==> src/rtl/lbist_pkg.sv <==
// Shared types, default polynomials and the Galois shift helper for the LBIST sequencer.
package lbist_pkg;

  typedef enum logic [2:0] {
    IDLE,
    INIT,
    RUN,
    FLUSH,
    COMPARE,
    DONE
  } lbist_state_e;

  localparam logic [31:0] LBIST_LFSR_POLY = 32'h80200003;
  localparam logic [31:0] LBIST_MISR_POLY = 32'h04C11DB7;
  localparam logic [31:0] LBIST_LFSR_SEED = 32'h00000001;

  // Widest register the shared helper can step; callers zero-extend into it.
  localparam int LBIST_MAX_W = 64;

  // One Galois step of a width-bit register held in the low bits of a 64-bit word:
  // shift left, and fold the polynomial back in when the old MSB was set.
  function automatic logic [LBIST_MAX_W-1:0] lfsr_next(
    input logic [LBIST_MAX_W-1:0] state,
    input logic [LBIST_MAX_W-1:0] poly,
    input int unsigned            width
  );
    logic [LBIST_MAX_W-1:0] w_mask;
    logic                   w_msb;
    w_msb  = state[6'(width - 1)];
    w_mask = (width >= LBIST_MAX_W) ? '1 :
             ((LBIST_MAX_W'(1) << width) - LBIST_MAX_W'(1));
    return ((state << 1) ^ (w_msb ? poly : '0)) & w_mask;
  endfunction

endpackage

==> src/rtl/lbist_misr.sv <==
// Multiple-input signature register compacting CUT responses into one signature.
module lbist_misr
  import lbist_pkg::*;
#(
  parameter int               WIDTH = 32,
  parameter logic [WIDTH-1:0] POLY  = WIDTH'(LBIST_MISR_POLY)
) (
  input  logic             clk_i,
  input  logic             rst_i,
  input  logic             clear_i,
  input  logic             en_i,
  input  logic [WIDTH-1:0] data_i,
  output logic [WIDTH-1:0] sig_o
);

  logic [WIDTH-1:0] r_sig;
  logic [WIDTH-1:0] w_shift;

  assign w_shift = WIDTH'(lfsr_next(LBIST_MAX_W'(r_sig), LBIST_MAX_W'(POLY), WIDTH));
  assign sig_o   = r_sig;

  // Clear wins over absorb so a new run always starts from an all-zero signature.
  always_ff @(posedge clk_i or posedge rst_i) begin
    if (rst_i) begin
      r_sig <= '0;
    end else if (clear_i) begin
      r_sig <= '0;
    end else if (en_i) begin
      r_sig <= w_shift ^ data_i;
    end
  end

endmodule

==> src/rtl/lbist_controller.sv <==
// Logic-BIST sequencer: drives LFSR patterns into the core under test, compacts the
// delayed responses in a MISR and reports whether the final signature is the golden one.
module lbist_controller
  import lbist_pkg::*;
#(
  parameter int          PAT_WIDTH   = 32,
  parameter int          RESP_WIDTH  = 32,
  parameter int          N_PATTERNS  = 1024,
  parameter int          CUT_LATENCY = 2,
  parameter logic [31:0] LFSR_POLY   = LBIST_LFSR_POLY,
  parameter logic [31:0] MISR_POLY   = LBIST_MISR_POLY,
  parameter logic [31:0] LFSR_SEED   = LBIST_LFSR_SEED,
  parameter logic [31:0] GOLDEN_SIG  = 32'h0
) (
  input  logic                  clk_i,
  input  logic                  rst_i,
  input  logic                  start_i,
  output logic                  test_mode_o,
  output logic [PAT_WIDTH-1:0]  pattern_o,
  input  logic [RESP_WIDTH-1:0] response_i,
  output logic                  busy_o,
  output logic                  done_o,
  output logic                  go_nogo_o,
  output logic [RESP_WIDTH-1:0] signature_o
);

  localparam int                    CNT_W        = $clog2(N_PATTERNS + 1);
  localparam logic [PAT_WIDTH-1:0]  C_LFSR_POLY  = PAT_WIDTH'(LFSR_POLY);
  localparam logic [PAT_WIDTH-1:0]  C_SEED_RAW   = PAT_WIDTH'(LFSR_SEED);
  // An all-zero seed would lock the LFSR at zero, so it is replaced by 1.
  localparam logic [PAT_WIDTH-1:0]  C_SEED       = (C_SEED_RAW == '0) ? PAT_WIDTH'(1) : C_SEED_RAW;
  localparam logic [RESP_WIDTH-1:0] C_MISR_POLY  = RESP_WIDTH'(MISR_POLY);
  localparam logic [RESP_WIDTH-1:0] C_GOLDEN     = RESP_WIDTH'(GOLDEN_SIG);
  localparam logic [CNT_W-1:0]      C_LAST_PAT   = CNT_W'(N_PATTERNS - 1);
  localparam logic [3:0]            C_LAST_FLUSH = 4'(CUT_LATENCY - 1);

  lbist_state_e          r_state;
  lbist_state_e          w_state_next;
  logic                  r_start_q;
  logic                  r_armed;
  logic                  w_start_edge;
  logic [PAT_WIDTH-1:0]  r_lfsr;
  logic [PAT_WIDTH-1:0]  w_lfsr_next;
  logic [CNT_W-1:0]      r_pat_cnt;
  logic [3:0]            r_flush_cnt;
  logic                  w_in_run;
  logic                  w_misr_en;
  logic                  w_misr_clear;
  logic [RESP_WIDTH-1:0] w_misr_sig;
  logic                  r_match;
  logic [RESP_WIDTH-1:0] r_sig;
  logic                  r_done;
  logic                  w_test_mode;

  // r_armed stays low after reset until start_i has been seen low, so a request
  // already held high while reset is released does not look like a fresh edge.
  assign w_start_edge = start_i & ~r_start_q & r_armed;
  assign w_lfsr_next  = PAT_WIDTH'(lfsr_next(LBIST_MAX_W'(r_lfsr), LBIST_MAX_W'(C_LFSR_POLY), PAT_WIDTH));
  assign w_in_run     = (r_state == RUN);
  assign w_misr_clear = (r_state == INIT);
  assign w_test_mode  = (r_state == INIT) || (r_state == RUN) || (r_state == FLUSH);

  assign test_mode_o = w_test_mode;
  assign busy_o      = w_test_mode || (r_state == COMPARE);
  assign pattern_o   = r_lfsr;
  assign done_o      = r_done;
  assign go_nogo_o   = r_done & r_match;
  assign signature_o = r_sig;

  // State register; the async reset drops test_mode_o without waiting for a clock.
  always_ff @(posedge clk_i or posedge rst_i) begin
    if (rst_i) begin
      r_state <= IDLE;
    end else begin
      r_state <= w_state_next;
    end
  end

  // Next-state logic for the run sequence.
  always_comb begin
    w_state_next = r_state;
    case (r_state)
      IDLE:    if (w_start_edge) w_state_next = INIT;
      INIT:    w_state_next = RUN;
      RUN:     if (r_pat_cnt == C_LAST_PAT) w_state_next = (CUT_LATENCY == 0) ? COMPARE : FLUSH;
      FLUSH:   if (r_flush_cnt == C_LAST_FLUSH) w_state_next = COMPARE;
      COMPARE: w_state_next = DONE;
      // Leave only once the result has been shown for at least one cycle.
      DONE:    if (!start_i && r_done) w_state_next = IDLE;
      default: w_state_next = IDLE;
    endcase
  end

  // Start request history used for edge detection.
  always_ff @(posedge clk_i or posedge rst_i) begin
    if (rst_i) begin
      r_start_q <= 1'b0;
      r_armed   <= 1'b0;
    end else begin
      r_start_q <= start_i;
      r_armed   <= r_armed | ~start_i;
    end
  end

  // Pattern generator and pattern/flush counters; the LFSR is frozen outside RUN.
  always_ff @(posedge clk_i or posedge rst_i) begin
    if (rst_i) begin
      r_lfsr      <= '0;
      r_pat_cnt   <= '0;
      r_flush_cnt <= '0;
    end else begin
      case (r_state)
        INIT: begin
          r_lfsr      <= C_SEED;
          r_pat_cnt   <= '0;
          r_flush_cnt <= '0;
        end
        RUN: begin
          r_lfsr    <= w_lfsr_next;
          r_pat_cnt <= r_pat_cnt + CNT_W'(1);
        end
        FLUSH: begin
          r_flush_cnt <= r_flush_cnt + 4'd1;
        end
        default: ;
      endcase
    end
  end

  // Valid pipe: a 1 enters for every applied pattern and reaches the MISR enable
  // exactly when that pattern's response is on response_i.
  generate
    if (CUT_LATENCY == 0) begin : g_no_pipe
      assign w_misr_en = w_in_run;
    end else begin : g_pipe
      localparam int PIPE_W = CUT_LATENCY;
      logic [PIPE_W-1:0] r_vpipe;

      // Shift one stage per cycle; INIT flushes stale entries from an earlier run.
      always_ff @(posedge clk_i or posedge rst_i) begin
        if (rst_i) begin
          r_vpipe <= '0;
        end else if (r_state == INIT) begin
          r_vpipe <= '0;
        end else begin
          r_vpipe <= (r_vpipe << 1) | PIPE_W'(w_in_run);
        end
      end

      assign w_misr_en = r_vpipe[PIPE_W-1];
    end
  endgenerate

  lbist_misr #(
    .WIDTH (RESP_WIDTH),
    .POLY  (C_MISR_POLY)
  ) u_misr (
    .clk_i   (clk_i),
    .rst_i   (rst_i),
    .clear_i (w_misr_clear),
    .en_i    (w_misr_en),
    .data_i  (response_i),
    .sig_o   (w_misr_sig)
  );

  // Result capture; the verdict is cleared at INIT so a stale pass cannot leak into a new run.
  always_ff @(posedge clk_i or posedge rst_i) begin
    if (rst_i) begin
      r_match <= 1'b0;
      r_sig   <= '0;
    end else if (r_state == INIT) begin
      r_match <= 1'b0;
    end else if (r_state == COMPARE) begin
      r_match <= (w_misr_sig == C_GOLDEN);
      r_sig   <= w_misr_sig;
    end
  end

  // done_o rises one cycle into DONE and falls on the same edge that returns to IDLE.
  always_ff @(posedge clk_i or posedge rst_i) begin
    if (rst_i) begin
      r_done <= 1'b0;
    end else begin
      r_done <= (r_state == DONE) && (w_state_next == DONE);
    end
  end

endmodule
==> config.mk <==
export PLATFORM = sky130hd
export DESIGN_NAME = lbist_controller
export DESIGN_NICKNAME = d
export VERILOG_FILES = /design/src/rtl/lbist_pkg.sv /design/src/rtl/lbist_misr.sv /design/src/rtl/lbist_controller.sv
export SDC_FILE = /design/constraint.sdc
export NUM_CORES = 1
export LEC_CHECK = 0
export ABC_AREA = 1
export ABC_CLOCK_PERIOD_IN_PS = 4500
export CAP_MARGIN = 20
export CORE_MARGIN = 1.5
export CORE_UTILIZATION = 47
export CTS_CLUSTER_DIAMETER = 150
export DETAILED_ROUTE_END_ITERATION = 12
export GPL_TIMING_DRIVEN = 0
export PLACE_DENSITY = 0.77
export SETUP_SLACK_MARGIN = 0.02
export SYNTH_ARGS = -nofsm -noshare
export SYNTH_HDL_FRONTEND = slang
export SYNTH_SLANG_ARGS = --single-unit
export TNS_END_PERCENT = 10
==> constraint.sdc <==
create_clock -name clk_i -period 4.5 [get_ports clk_i]
set_input_delay 1.125 -clock clk_i [delete_from_list [all_inputs] [get_ports clk_i]]
set_output_delay 1.125 -clock clk_i [all_outputs]
set_load 0.02 [all_outputs]
==> results.cfg <==
[detailed_routing]
drt_wl_total_mm = 12.6
ant_nets = 0
vias = 4347
drt-pass1-iter-count = 7
drc = 0
avgRoutedWirePerCell_um = 15.0
vias_per_cell = 5.18
drt_iter0_drc = 266

[sta]
timing.fmax_mhz = 285
period_share_pct = 78.0
rsz0062_at_grt = false
setup_viol = 0
fin_worst_skew_ns = 0.00621
max_slew_margin_pct = 68.0
period_minus_slack_ns = 3.51
finalSetupTns_ns = 0
hold_violations = 0
tightestPinTransition_ns = 0.479
maxSlewViolCount = 0

[run_status]
outcome = finished clean

[yosys]
synthCells = 564
ys_ff_latch = 120
ys_types = 30
syn_avg_cell_area_sq_um = 9.33
syn_area_sq_um = 5260
syn_nets = 602
yosysSeqAreaShare_pct = 57.1
yosysWarnings = 0

[critical_path]
crit_type = register to output pin
path_max_fanout = 7
reg2regPathDepth = 6
cp-start-kind = register
crit_arrival_ns = 2.39
crit_path_end_kind = output pin
r2r_start = r_state[1]
rrSetupSlack_ns = 2.97
timing.rr.end = signature_o[3]
cp.required_ns = 3.38

[finish]
drive_gt1_share_pct = 9.30
final_nets = 724
antenna_cells = 0
fin_area_sq_um = 7050
area_growth_syn_to_layout_pct = 34.1

[clock_network]
postCtsSetupRepairBufs = 0
cts.sinks = 120
cts_buffers = 17
htreeDepth = 4
cts_root_buf = clkbuf_8
clk_path_buf_depth = 2
cts.repair.resized = 0
cts_tree = done
clkLatencyLatePin_ns = 0.51
ctsHoldBuffers = 0
path_clk_slew_ns = 0.06

[floorplan]
fp.dieW_um = 109
core-area_sq_um = 10900
row_count = 38
ios = 103
die_h_um = 109
initial_utilization_pct = 48.3
die_area_sq_um = 11800

[place]
dp_hpwl_mm = 8.62
portBuffers = 102
place_area_sq_um = 6490
place.gp.congestion = 0.813

[grt]
grt-ovfl-total = 0
grt_pass1_vias = 4393
grt_max_degree = 83
grt_use_total_pct = 22.6
grt_pass1_wl_mm = 20.5
antenna_found_initial = 0

[power]
power.density_nw_per_um2 = 732
p_leak_uw = 0.00322
ir_drop_mv = 0.394

[run]
max-cap-violations = 0

[hold_path]
hp-class = register to register
hold_path_end = g_pipe.r_vpipe[1]
whs_path_depth = 2
hold_start = g_pipe.r_vpipe[0]
==> worst max path at each step <==
stage	startpoint	end	slack, ns	depth (start not counted)
finish	r_state[2]	busy_o	0.99	6
global route	r_state[2]	busy_o	0.86	6
CTS	r_state[2]	busy_o	0.99	6
detailed placement	r_state[2]	busy_o	1.57	6
global placement	rst_i	pattern_o[27]	-1.36	2
floorplan	rst_i	done_o	0.19	1
==> state kept, by name, summed over array words and instances (netlist names) <==
signal / flops
r_flush_cnt: 4
r_pat_cnt: 11
r_match: 1
done_o: 1
r_armed: 1
r_start_q: 1
u_misr.sig_o: 32
pattern_o: 32
g_pipe.r_vpipe: 2
r_state: 3
signature_o: 32
==> placed cells by master, fill, tap and decap left out, types with 15 or more instances in the layout <==
master,synthesis,layout
clkbuf_16,0,16
clkdlybuf4s50_1,0,102
dfrtp_1,120,120
nand2_1,117,117
nand3_1,15,15
nor2_1,43,43
o21ai_0,37,37
o22ai_1,50,50
inv_1,83,82
xnor2_1,34,34
==> metrics by stage <==
step	power, uW	hold WS, ns	utilization (%)	instances	setup WS [ns]
finish	5160	0.428	64.8	839	0.989
global route	5480	0.436	64.8	839	0.857
CTS	5180	0.428	64.8	839	0.986
detailed placement	3870	0.419	59.6	807	1.57
global placement	3780	0.416	59.3	806	-1.36
floorplan	3060	0.413	-	564	0.189
==> area by class of cell <==
cell class,count,area (sq um)
Clock buffer,20,435
Timing Repair Buffer,103,1050
Sequential cell,120,3000
Fill cell,873,3840
Inverter,84,320
Tap cell,140,175
Clock inverter,12,128
Multi-Input combinational cell,338,1790
Buffer,22,148
==> routing by layer <==
metal | wire length [um] | global-route usage (%) | share of wire [%] | vias to the layer above
met2 | 6360 | 38.2 | 51 | 153
met3 | 737 | 7.05 | 5.9 | 17
li1 | - | - | - | 2049
met5 | 0 | 0 | 0 | -
met4 | 193 | 7.14 | 1.5 | 0
met1 | 5290 | 27.7 | 42 | 2128
==> worst max-delay path, cell delays in order (launching register included) <==
cell and delay, ns:
dfrtp_1 0.47, nor2_4 0.23, nand2_4 0.10, nand2_1 0.15, inv_1 0.17, nand3_1 0.14
clkdlybuf4s50_1 0.62
==> cell usage after synthesis (all sizes together) <==
cell      n  share of area, %
inv      84               6.0
nor3      1             0.095
o21ai    48               4.6
o211ai    1              0.14
mux2      6               1.3
nor2     45               3.4
clkbuf    4              0.29
o21bai    2              0.29
o22a      1              0.17
a21oi     3              0.29
or2       1              0.12
xnor2    34               5.7
dfrtp   120                57
nor4      1              0.12
o22ai    50               5.9
nand2   121               8.9
ha        3              0.71
nand4     1              0.12
xor2      4              0.67
buf      18               2.5
nand3    16               1.6
==> report_power, final <==
part	leakage, uW	switching (uW)	internal, uW
clock network	0.000267	479	798
registers	0.00156	268	1460
logic	0.00139	1230	927
total	0.00322	1980	3190
==> cell families after synthesis <==
family	share of synthesized area, %
AOI/OAI and AO/OA	11.4
muxes	1.28
xor gates and xnor gates	6.33
adders and majority gates	0.714
buffers and inverters	8.80
and+or+nand+nor	14.4
DFF	57.1
Power figures use the tool's default switching activity.
